`src/rtl/mem_test_cmd_gen.sv`:
```
// Memory-test command generator: turns a latched test configuration into a
// stream of byte-addressed read/write burst commands over valid/ready.
module mem_test_cmd_gen #(
  parameter int AMM_DATA_W  = 128,
  parameter int AMM_ADDR_W  = 32,
  parameter int AMM_BURST_W = 11,
  parameter int CTRL_ADDR_W = 16,
  parameter int LFSR_W      = 32,
  parameter int CNT_W       = 16
) (
  input  logic                                          clk_i,
  input  logic                                          rst_i,
  input  logic                                          start_i,
  input  logic                                          abort_i,
  input  logic [1:0]                                    test_mode_i,
  input  logic [2:0]                                    addr_mode_i,
  input  logic [CNT_W-1:0]                              trans_cnt_i,
  input  logic [AMM_ADDR_W-1:0]                         base_addr_i,
  input  logic [CTRL_ADDR_W-1:0]                        addr_step_i,
  input  logic [LFSR_W-1:0]                             seed_i,
  input  logic [AMM_BURST_W-2+$clog2(AMM_DATA_W/8):0]   byte_cnt_i,
  input  logic                                          downstream_busy_i,
  input  logic                                          cmd_ready_i,
  output logic                                          cmd_valid_o,
  output logic                                          cmd_write_o,
  output logic [AMM_ADDR_W-$clog2(AMM_DATA_W/8)-1:0]    cmd_word_addr_o,
  output logic [AMM_BURST_W-1:0]                        cmd_burst_o,
  output logic [$clog2(AMM_DATA_W/8)-1:0]               cmd_start_off_o,
  output logic [$clog2(AMM_DATA_W/8)-1:0]               cmd_end_off_o,
  output logic                                          busy_o,
  output logic                                          done_o,
  output logic                                          aborted_o,
  output logic                                          cfg_err_o
);

  localparam int BPW    = AMM_DATA_W / 8;
  localparam int BA_W   = $clog2(BPW);
  localparam int BCNT_W = AMM_BURST_W - 1 + BA_W;
  localparam int TOT_W  = AMM_BURST_W + BA_W;
  localparam int WA_W   = AMM_ADDR_W - BA_W;

  localparam logic [1:0] S_IDLE  = 2'd0;
  localparam logic [1:0] S_RUN   = 2'd1;
  localparam logic [1:0] S_DRAIN = 2'd2;

  localparam logic [2:0] AM_FIXED = 3'd0;
  localparam logic [2:0] AM_LFSR  = 3'd1;
  localparam logic [2:0] AM_RUN0  = 3'd2;
  localparam logic [2:0] AM_RUN1  = 3'd3;
  localparam logic [2:0] AM_INC   = 3'd4;
  localparam logic [2:0] AM_DEC   = 3'd5;

  // Fibonacci tap masks for x^8+x^6+x^5+x^4+1, x^16+x^15+x^13+x^4+1, x^32+x^22+x^2+x+1
  localparam logic [31:0] TAPS_ALL = (LFSR_W == 8)  ? 32'h0000_00B8 :
                                     (LFSR_W == 16) ? 32'h0000_D008 : 32'h8020_0003;
  localparam logic [LFSR_W-1:0] TAPS = TAPS_ALL[LFSR_W-1:0];

  logic [1:0]             state_q, state_d;
  logic [1:0]             tmode_q, tmode_d;
  logic [2:0]             amode_q, amode_d;
  logic [CNT_W-1:0]       n_q, n_d;
  logic [AMM_ADDR_W-1:0]  base_q, base_d;
  logic [CTRL_ADDR_W-1:0] step_q, step_d;
  logic [BCNT_W-1:0]      bcnt_q, bcnt_d;
  logic [LFSR_W-1:0]      lfsr_q, lfsr_d;
  logic [LFSR_W-1:0]      lfsrInit_q, lfsrInit_d;
  logic [CTRL_ADDR_W-1:0] pat_q, pat_d;
  logic [CNT_W:0]         acc_q, acc_d;
  logic                   valid_q, valid_d;
  logic                   write_q, write_d;
  logic [WA_W-1:0]        waddr_q, waddr_d;
  logic [AMM_BURST_W-1:0] burst_q, burst_d;
  logic [BA_W-1:0]        soff_q, soff_d;
  logic [BA_W-1:0]        eoff_q, eoff_d;
  logic                   aborted_q, aborted_d;
  logic                   first_q, first_d;
  logic                   done_q, done_d;
  logic                   cfgErr_q, cfgErr_d;

  logic                   load, advance, reload;
  logic [AMM_ADDR_W-1:0]  fBase, byteAddr;
  logic [BCNT_W-1:0]      fBcnt;
  logic [TOT_W-1:0]       total;
  logic [CNT_W:0]         accNext, cmdTotal;

  function automatic logic [CTRL_ADDR_W-1:0] initPat(input logic [2:0] am,
                                                     input logic [LFSR_W-1:0] l);
    case (am)
      AM_LFSR: return l[CTRL_ADDR_W-1:0];
      AM_RUN0: return {{(CTRL_ADDR_W-1){1'b1}}, 1'b0};
      AM_RUN1: return {{(CTRL_ADDR_W-1){1'b0}}, 1'b1};
      default: return '0;
    endcase
  endfunction

  function automatic logic [LFSR_W-1:0] lfsrNext(input logic [LFSR_W-1:0] l);
    return {l[LFSR_W-2:0], ^(l & TAPS)};
  endfunction

  always_comb begin
    state_d = state_q;  tmode_d = tmode_q;  amode_d = amode_q;  n_d = n_q;
    base_d = base_q;  step_d = step_q;  bcnt_d = bcnt_q;
    lfsr_d = lfsr_q;  lfsrInit_d = lfsrInit_q;  pat_d = pat_q;  acc_d = acc_q;
    valid_d = valid_q;  write_d = write_q;  waddr_d = waddr_q;  burst_d = burst_q;
    soff_d = soff_q;  eoff_d = eoff_q;  aborted_d = aborted_q;  first_d = first_q;
    done_d = 1'b0;  cfgErr_d = 1'b0;
    load = 1'b0;  advance = 1'b0;  reload = 1'b0;
    fBase = base_q;  fBcnt = bcnt_q;
    accNext = acc_q + (CNT_W+1)'(1);
    cmdTotal = tmode_q[1] ? {n_q, 1'b0} : {1'b0, n_q};

    case (state_q)
      S_IDLE: begin
        if (start_i) begin
          if (trans_cnt_i == '0 || byte_cnt_i == '0 || addr_mode_i > AM_DEC) begin
            cfgErr_d = 1'b1;
          end else begin
            tmode_d = test_mode_i;  amode_d = addr_mode_i;  n_d = trans_cnt_i;
            base_d = base_addr_i;  step_d = addr_step_i;  bcnt_d = byte_cnt_i;
            lfsr_d = (seed_i == '0) ? '1 : seed_i;
            lfsrInit_d = lfsr_d;
            pat_d = initPat(addr_mode_i, lfsr_d);
            write_d = (test_mode_i != 2'd0);
            valid_d = 1'b1;  acc_d = '0;  aborted_d = 1'b0;
            state_d = S_RUN;
            load = 1'b1;  fBase = base_addr_i;  fBcnt = byte_cnt_i;
          end
        end
      end
      S_RUN: begin
        if (abort_i) begin
          valid_d = 1'b0;  aborted_d = 1'b1;  first_d = 1'b1;  state_d = S_DRAIN;
        end else if (cmd_ready_i) begin
          if (accNext == cmdTotal) begin
            valid_d = 1'b0;  first_d = 1'b1;  state_d = S_DRAIN;
          end else begin
            acc_d = accNext;
            load = 1'b1;
            // Interleaved mode reuses the address for the read; write-then-read rewinds once.
            case (tmode_q)
              2'd2: begin
                write_d = !write_q;
                advance = !write_q;
              end
              2'd3: begin
                if (accNext == {1'b0, n_q}) begin
                  write_d = 1'b0;
                  reload = 1'b1;
                end else begin
                  advance = 1'b1;
                end
              end
              default: advance = 1'b1;
            endcase
          end
        end
      end
      S_DRAIN: begin
        if (first_q) begin
          first_d = 1'b0;
        end else if (!downstream_busy_i) begin
          done_d = 1'b1;
          state_d = S_IDLE;
        end
      end
      default: state_d = S_IDLE;
    endcase

    if (advance) begin
      case (amode_q)
        AM_LFSR: begin
          lfsr_d = lfsrNext(lfsr_q);
          pat_d = lfsr_d[CTRL_ADDR_W-1:0];
        end
        AM_RUN0, AM_RUN1: pat_d = {pat_q[CTRL_ADDR_W-2:0], pat_q[CTRL_ADDR_W-1]};
        AM_INC:  pat_d = pat_q + step_q;
        AM_DEC:  pat_d = pat_q - step_q;
        default: pat_d = '0;
      endcase
    end
    if (reload) begin
      lfsr_d = lfsrInit_q;
      pat_d = initPat(amode_q, lfsrInit_q);
    end

    byteAddr = fBase + AMM_ADDR_W'(pat_d);
    total = TOT_W'(byteAddr[BA_W-1:0]) + TOT_W'(fBcnt);
    if (load) begin
      waddr_d = byteAddr[AMM_ADDR_W-1:BA_W];
      soff_d = byteAddr[BA_W-1:0];
      burst_d = AMM_BURST_W'((total + TOT_W'(BPW - 1)) >> BA_W);
      eoff_d = BA_W'(total - TOT_W'(1));
    end
  end

  always_ff @(posedge clk_i or posedge rst_i) begin
    if (rst_i) begin
      state_q <= S_IDLE;  tmode_q <= '0;  amode_q <= '0;  n_q <= '0;
      base_q <= '0;  step_q <= '0;  bcnt_q <= '0;
      lfsr_q <= '0;  lfsrInit_q <= '0;  pat_q <= '0;  acc_q <= '0;
      valid_q <= 1'b0;  write_q <= 1'b0;  waddr_q <= '0;  burst_q <= '0;
      soff_q <= '0;  eoff_q <= '0;  aborted_q <= 1'b0;  first_q <= 1'b0;
      done_q <= 1'b0;  cfgErr_q <= 1'b0;
    end else begin
      state_q <= state_d;  tmode_q <= tmode_d;  amode_q <= amode_d;  n_q <= n_d;
      base_q <= base_d;  step_q <= step_d;  bcnt_q <= bcnt_d;
      lfsr_q <= lfsr_d;  lfsrInit_q <= lfsrInit_d;  pat_q <= pat_d;  acc_q <= acc_d;
      valid_q <= valid_d;  write_q <= write_d;  waddr_q <= waddr_d;  burst_q <= burst_d;
      soff_q <= soff_d;  eoff_q <= eoff_d;  aborted_q <= aborted_d;  first_q <= first_d;
      done_q <= done_d;  cfgErr_q <= cfgErr_d;
    end
  end

  assign cmd_valid_o     = valid_q;
  assign cmd_write_o     = write_q;
  assign cmd_word_addr_o = waddr_q;
  assign cmd_burst_o     = burst_q;
  assign cmd_start_off_o = soff_q;
  assign cmd_end_off_o   = eoff_q;
  assign busy_o          = (state_q != S_IDLE);
  assign done_o          = done_q;
  assign aborted_o       = aborted_q;
  assign cfg_err_o       = cfgErr_q;

endmodule

```
`config.mk`:
```
export PLATFORM = sky130hd
export DESIGN_NAME = mem_test_cmd_gen
export DESIGN_NICKNAME = d
export VERILOG_FILES = /design/src/rtl/mem_test_cmd_gen.sv
export SDC_FILE = /design/constraint.sdc
export NUM_CORES = 1
export LEC_CHECK = 0
export CAP_MARGIN = 20
export CORE_UTILIZATION = 61
export DETAILED_ROUTE_END_ITERATION = 10
export PLACE_DENSITY_LB_ADDON = 0.1
export SYNTH_ARGS = -nofsm -noshare
export SYNTH_HDL_FRONTEND = slang
export SYNTH_SLANG_ARGS = --single-unit
```
`constraint.sdc`:
```
create_clock -name clk_i -period 12.3 [get_ports clk_i]
set_clock_uncertainty 0.1 [all_clocks]
set_input_delay 1.23 -clock clk_i [delete_from_list [all_inputs] [get_ports clk_i]]
set_output_delay 1.23 -clock clk_i [all_outputs]
set_load 0.02 [all_outputs]
```
# == Word level (Yosys, flattened, before mapping) ==
# Index checks and enable logic that the tools add are counted.
# word_totals
register_bits,235
wordCells,158
# op_classes
addsub,7
n_lt_le_gt_ge,1
eq_ne,26
n_mux,82
n_bitwise,1
n_reduce_logical,20
# op_table
cell,n
2-to-1 mux 32 bit,10
2-to-1 mux 17 bit,6
one-hot mux 16 bit (3 select lines),2
2-to-1 mux 16 bit,5
one-hot mux 16 bit (4 select lines),1
2-to-1 mux 14 bit,3
2-to-1 mux 1 bit,39
one-hot mux 17 bit (2 select lines),1
adder 32 x 16 -> 32 bit,1
zero test 32 bit,1
parity 32 bit,1
"adder 17 x 1 -> 17 bit, second input constant",1
== test 17 x 16 -> 1 bit,1
== test 17 bit,1
adder 16 bit,1
zero test 16 bit,1
"!= test 2 bit, second input constant",8
subtractor 16 bit,1
"adder 15 x 4 -> 15 bit, second input constant",1
adder 4 x 14 -> 15 bit,1
zero test 14 bit,1
2-to-1 mux 2 bit,7
one-hot mux 1 bit (2 select lines),7
"== test 3 x 2 -> 1 bit, second input constant",4
other kinds (20),32

# == Longest topological paths before layout ==
# logic_depth
ltp_word,13
depth_mapped,29
depth_no_buf,27

# == Worst setup path before layout ==
# No wires, ideal clock.
# synth_timing
kind,input-to-reg
startpoint,in byte_cnt_i[0]
endpoint,"reg burst_q[8], in the netlist cmd_burst_o[8]"
setup_time_ns,0.131
arrival_ns,6.302
t_required_ns,12.069
path_slack_ns,5.767
path_stages,23
n_path_buf,4
cell_sequence,nor4_1 > nand4_1 > nand3_2 > buf_2 > buf_1 > clkbuf_1 > clkbuf_1 > nand2_1 > nand2_1 > ha_1 > inv_1 > fa_1 > inv_1 > fa_1 > nand2_1 > nor4_1 > mux2i_1 > and3_1 > a41oi_1 > or2_2 > nor4_2 > nor2_1 > or3_1
# synth_between
elab_chain_len,11
elab_cells_between_ends,20
# synth_lines
item,line_no,source
from (decl),21,"input logic [AMM_BURST_W-2+$clog2(AMM_DATA_W/8):0] byte_cnt_i,"
zero test 14 bit (*),115,if (trans_cnt_i == '0 || byte_cnt_i == '0 || addr_mode_i > AM_DEC) begin
logical OR 1 bit (*) (2 in series),115,
2-to-1 mux 16 bit,115,
2-to-1 mux 16 bit,114,if (start_i) begin
2-to-1 mux 16 bit,112,case (state_q)
2-to-1 mux 16 bit,169,if (advance) begin
2-to-1 mux 16 bit,181,if (reload) begin
adder 32 x 16 -> 32 bit (*),186,byteAddr = fBase + AMM_ADDR_W'(pat_d);
named net byteAddr[1],81,"logic [AMM_ADDR_W-1:0] fBase, byteAddr;"
adder 4 x 14 -> 15 bit (*),187,total = TOT_W'(byteAddr[BA_W-1:0]) + TOT_W'(fBcnt);
adder 15 x 4 -> 15 bit (*),191,burst_d = AMM_BURST_W'((total + TOT_W'(BPW - 1)) >> BA_W);
to (signal assigned),208,valid_q <= valid_d; write_q <= write_d; waddr_q <= waddr_d; burst_q <= burst_d;
to (decl),72,"logic [AMM_BURST_W-1:0] burst_q, burst_d;"
# Mark *: on every way through the listed nets, which the timed path passes. The rest lies on a longest branch.
# A chain may end at the register's enable or synchronous reset.

# == Worst setup path after layout ==
# layout_timing
startpoint,reg acc_q[0]
endpoint,"reg burst_q[8], in the netlist cmd_burst_o[8]"
# layout_between
elab_chain_len,13
elab_cells_between_ends,24
# layout_lines
item,line_no,source
from (decl),68,"logic [CNT_W:0] acc_q, acc_d;"
from (signal assigned),200,lfsr_q <= '0; lfsrInit_q <= '0; pat_q <= '0; acc_q <= '0;
from (signal assigned),207,lfsr_q <= lfsr_d; lfsrInit_q <= lfsrInit_d; pat_q <= pat_d; acc_q <= acc_d;
adder 17 x 1 -> 17 bit (*),109,accNext = acc_q + (CNT_W+1)'(1);
== test 17 x 16 -> 1 bit,146,"if (accNext == {1'b0, n_q}) begin"
2-to-1 mux 1 bit,146,
one-hot mux 1 bit (2 select lines),140,case (tmode_q)
2-to-1 mux 1 bit,134,if (accNext == cmdTotal) begin
2-to-1 mux 1 bit,133,end else if (cmd_ready_i) begin
2-to-1 mux 1 bit,131,if (abort_i) begin
2-to-1 mux 1 bit,112,
2-to-1 mux 16 bit,169,
2-to-1 mux 16 bit (*),181,
named net pat_d[0],67,"logic [CTRL_ADDR_W-1:0] pat_q, pat_d;"
adder 32 x 16 -> 32 bit (*),186,
named net byteAddr[1],81,
adder 4 x 14 -> 15 bit (*),187,
adder 15 x 4 -> 15 bit (*),191,
# Marks and branches as above.

==> results_dict.tcl <==
set metrics [dict create \
    required_ps 12620 \
    tritoncts "yes" \
    seqPwrFrac_pct 27.4 \
    finalHoldViolations 0 \
    grt_pass1_vias 12800 \
    dr.first_iter.drc_count 1326 \
    ioPinCount 174 \
    holdPathStages 1 \
    critical_path_arrival_ps 8840 \
    place_hpwl_um 28200 \
    r2r-start "acc_q[0]" \
    cts_resized 0 \
    clock_path_buffers 3 \
    wl_per_cell_um 19.4 \
    start_util_pct 62.1 \
    status "completed" \
    antenna_left 0 \
    cp-end-kind "flop" \
    final.min_clock_period_ps 8520 \
    drc_errors 0 \
    synth_mux_area_share_pct 4.48 \
    io_buffers 173 \
    syn-instance-count 1636 \
    synthTopCellsByArea "dfrtp_1 40%, nand2_1 7.3%, a21oi_1 4.1%, o22a_1 3.9%, mux2i_1 3.9%" \
    vias 13100 \
    seq_area_frac_synth_pct 40.5 \
    fin_nets 1911 \
    fin_util_pct 73.5 \
    synth_compound_gate_area_share_pct 19.1 \
    cts_buffers 26 \
    rsz0062_at_grt "no" \
    num_antenna_cells 0 \
    syn2layout_area_growth_pct 18.3 \
    synth.yosys.warnings 0 \
    holdPathEnd "done_o" \
    fin_crit_sh_pct 69.2 \
    holdCritStartpoint "first_q" \
    synthDistinctLibCells 80 \
    fin_hold_ws_ps 360 \
    rrSetupSlack_ps 3780 \
    die_w_um 156 \
    async_flop_share_pct 100 \
    cts_hold_buf 0 \
    synthAdderAreaFrac_pct 3.86 \
    layout-drive-gt1-share_pct 5.21 \
    place_congestion 0.973 \
    p_leak_nw 7.55 \
    slew_violations 0 \
    syn_nets 1800 \
    drt_wl_total_um 40500 \
    max_slew_margin_pct 23.8 \
    ys_ff_latch 235 \
    max_slew.worst_pin.slew_ps 1140 \
    die_h_um 156 \
    clkPwrFrac_pct 14.3 \
    synthSimpleGateAreaFrac_pct 19.9 \
    cts_root_buf "clkbuf_16" \
    path_clk_slew_ps 60 \
    yosysTopAreaCell "dfrtp_1" \
    core.rowCount 56 \
    die_area_um2 24400 \
    cts_htree_levels 1 \
    p_switching_w 0.00239 \
    ff2ff_path_depth 26 \
    synth_top_area_share_pct 40.5 \
    p_comb_share_pct 58.3 \
    grt_overflow_total 0 \
    fmax_ghz 0.117 \
    synthFlopType "dfrtp_1" \
    synth-edff-count 0 \
    worstSetupPathType "reg -> reg" \
    critPathLaunchType "flop" \
    grt_start_max_net_pins 156 \
    cts_setup_buffers 0 \
    synth_top_family_by_area "simple AND/OR/NAND/NOR gates" \
    clkSinkCount 235 \
    setup_viol 0 \
    setup_tns_ps 0 \
    viasPerCell 6.30 \
    min_path_type "reg -> reg" \
    grt.total_usage_pct 33.8 \
    synth_area_um2 14500 \
    power.density_nw_per_um2 306 \
    synth_xor_area_share_pct 7.72 \
    dr.pass1.iters 6 \
    max_cap_violations 0 \
    crit_fanout 95 \
    switching_share_pct 45.4 \
    antenna_found_initial 1 \
    core_um2 23400 \
    peakVddDrop_mv 0.146 \
    syn_area_per_cell_um2 8.88 \
    reg2reg_to "cmd_burst_o[8]" \
    intPower_w 0.00287 \
    worst_skew_pair.late_latency_ps 540 \
    grt_pass1_wl_um 65700 \
    total_power_w 0.00526 \
]
[logic make-up after synthesis]
logic type               count (synthesis)
adder cells (fa/ha/maj)                 43
AO/OA/AOI/OAI                          418
AND/OR/NAND/NOR                        620
flip-flops                             235
buffers and inverters                  144
multiplexers                            64
XOR/XNOR                               112
[area by class of cell]
class	instances	area (um^2)
flip-flops and latches	235	5880
fillers	1811	6210
well taps	319	399
clock buffers	39	769
inverters	41	161
repair buffers	186	1870
clock inverters	7	50.0
multi-input cells	1257	8060
[through the flow]
stage | setup WS [ps] | instance area [um^2] | std cells
2_1_floorplan | 4520 | 14500 | 1636
3_3_place_gp | 4150 | 16300 | 2036
3_5_place_dp | 3860 | 16300 | 2036
4_1_cts | 3840 | 17100 | 2082
5_1_grt | 3150 | 17200 | 2084
6_report | 3780 | 17200 | 2084
[flip-flops by register name, indices dropped and copies added, names as in the netlist]
name and cells:
base_q 32, lfsrInit_q 32, lfsr_q 32, cmd_word_addr_o 28, acc_q 17, n_q 16
pat_q 16, step_q 16, bcnt_q 14, cmd_burst_o 11, cmd_end_off_o 4, cmd_start_off_o 4
amode_q 3, state_q 2, tmode_q 2, aborted_o 1, cfg_err_o 1, cmd_valid_o 1
cmd_write_o 1, done_o 1, first_q 1
[layout by cell type (no fill, tap or decap), types with 8 or more instances in the layout]
cell             synthesis  routed
a211oi_1                24      24
a21o_1                  15      14
a21oi_1                120     119
a222oi_1                 9       9
a31oi_1                 18      17
and3_1                  14      14
buf_4                    5      11
clkbuf_16                0      26
clkdlybuf4s50_1          0     173
dfrtp_1                235     235
ha_1                    40      40
inv_1                   41      40
mux2_2                   8       8
mux2i_1                 56      56
nand2_1                283     283
nand2b_1                13      12
nand3_1                 34      34
nand4_1                 16      16
nor2_1                 132     132
nor2b_1                 10      10
nor3_1                  30      30
nor3b_1                  8       8
nor4_1                  28      28
o21a_1                  11      11
o21ai_0                 81      81
o22a_1                  65      65
o31ai_1                 13      13
xnor2_1                 61      61
xor2_1                  41      41
[how the worst max path moves through the flow]
stage | start | endpoint | slack [ps]
after floorplan | rst_i | aborted_o | 4520
after global placement | acc_q[0] | cmd_burst_o[8] | 4150
after detailed placement | acc_q[0] | cmd_burst_o[8] | 3860
after CTS | acc_q[0] | cmd_burst_o[8] | 3840
after global routing | acc_q[0] | cmd_burst_o[9] | 3150
final | acc_q[0] | cmd_burst_o[8] | 3780
[critical path, stage by stage (launching register included)]
cell and delay, ps:
dfrtp_1 500, ha_1 320, nand4_2 190, or4_4 630, and3_1 210, a311o_1 290
a2111oi_2 310, nand4b_2 250, nand2_1 480, or3_2 230, buf_4 660, a31oi_1 80
a21oi_1 260, ha_1 250, inv_1 70, fa_1 510, inv_1 80, fa_1 460
nand2_1 150, nor4_1 90, mux2i_1 280, and3_1 510, a41oi_1 210, or2_2 360
nor4_2 460, nor2_1 90, or3_1 350
[synthesized netlist by cell type, drive strengths merged (4+ instances only)]
| master | count |
|---|---|
| nand2 | 283 |
| dfrtp | 235 |
| nor2 | 132 |
| a21oi | 120 |
| o21ai | 82 |
| o22a | 65 |
| xnor2 | 61 |
| mux2i | 56 |
| clkbuf | 54 |
| buf | 49 |
| inv | 41 |
| xor2 | 41 |
| ha | 40 |
| nand3 | 36 |
| nor4 | 32 |
| nor3 | 31 |
| a211oi | 24 |
| a31oi | 18 |
| nand4 | 18 |
| a21o | 15 |
| and3 | 14 |
| nand2b | 13 |
| o31ai | 13 |
| o21a | 11 |
| nor2b | 10 |
| a222oi | 9 |
| mux2 | 8 |
| nor3b | 8 |
| a22oi | 7 |
| o22ai | 7 |
| or2 | 7 |
| or3 | 7 |
| xnor3 | 7 |
| nand3b | 6 |
| o41ai | 6 |
| and2 | 5 |
| o2111ai | 5 |
| o211ai | 5 |
| nand4b | 4 |
| nor4b | 4 |
[power by group through the flow]
stage | sequential (W) | clock (W) | combinational (W)
after global routing | 0.00148 | 0.000790 | 0.00338
after detailed placement | 0.00144 | 0 | 0.00298
after CTS | 0.00143 | 0.000759 | 0.00302
final | 0.00144 | 0.000751 | 0.00307
after floorplan | 0.00142 | 0 | 0.00217
after global placement | 0.00142 | 0 | 0.00291
[metal layers]
metal	track usage, %	part of all wire (%)
met4	12.6	3.5
met2	53.0	45
met3	6.56	8.5
met5	0	0.032
met1	46.4	43
(Power assumes the default switching activity.)
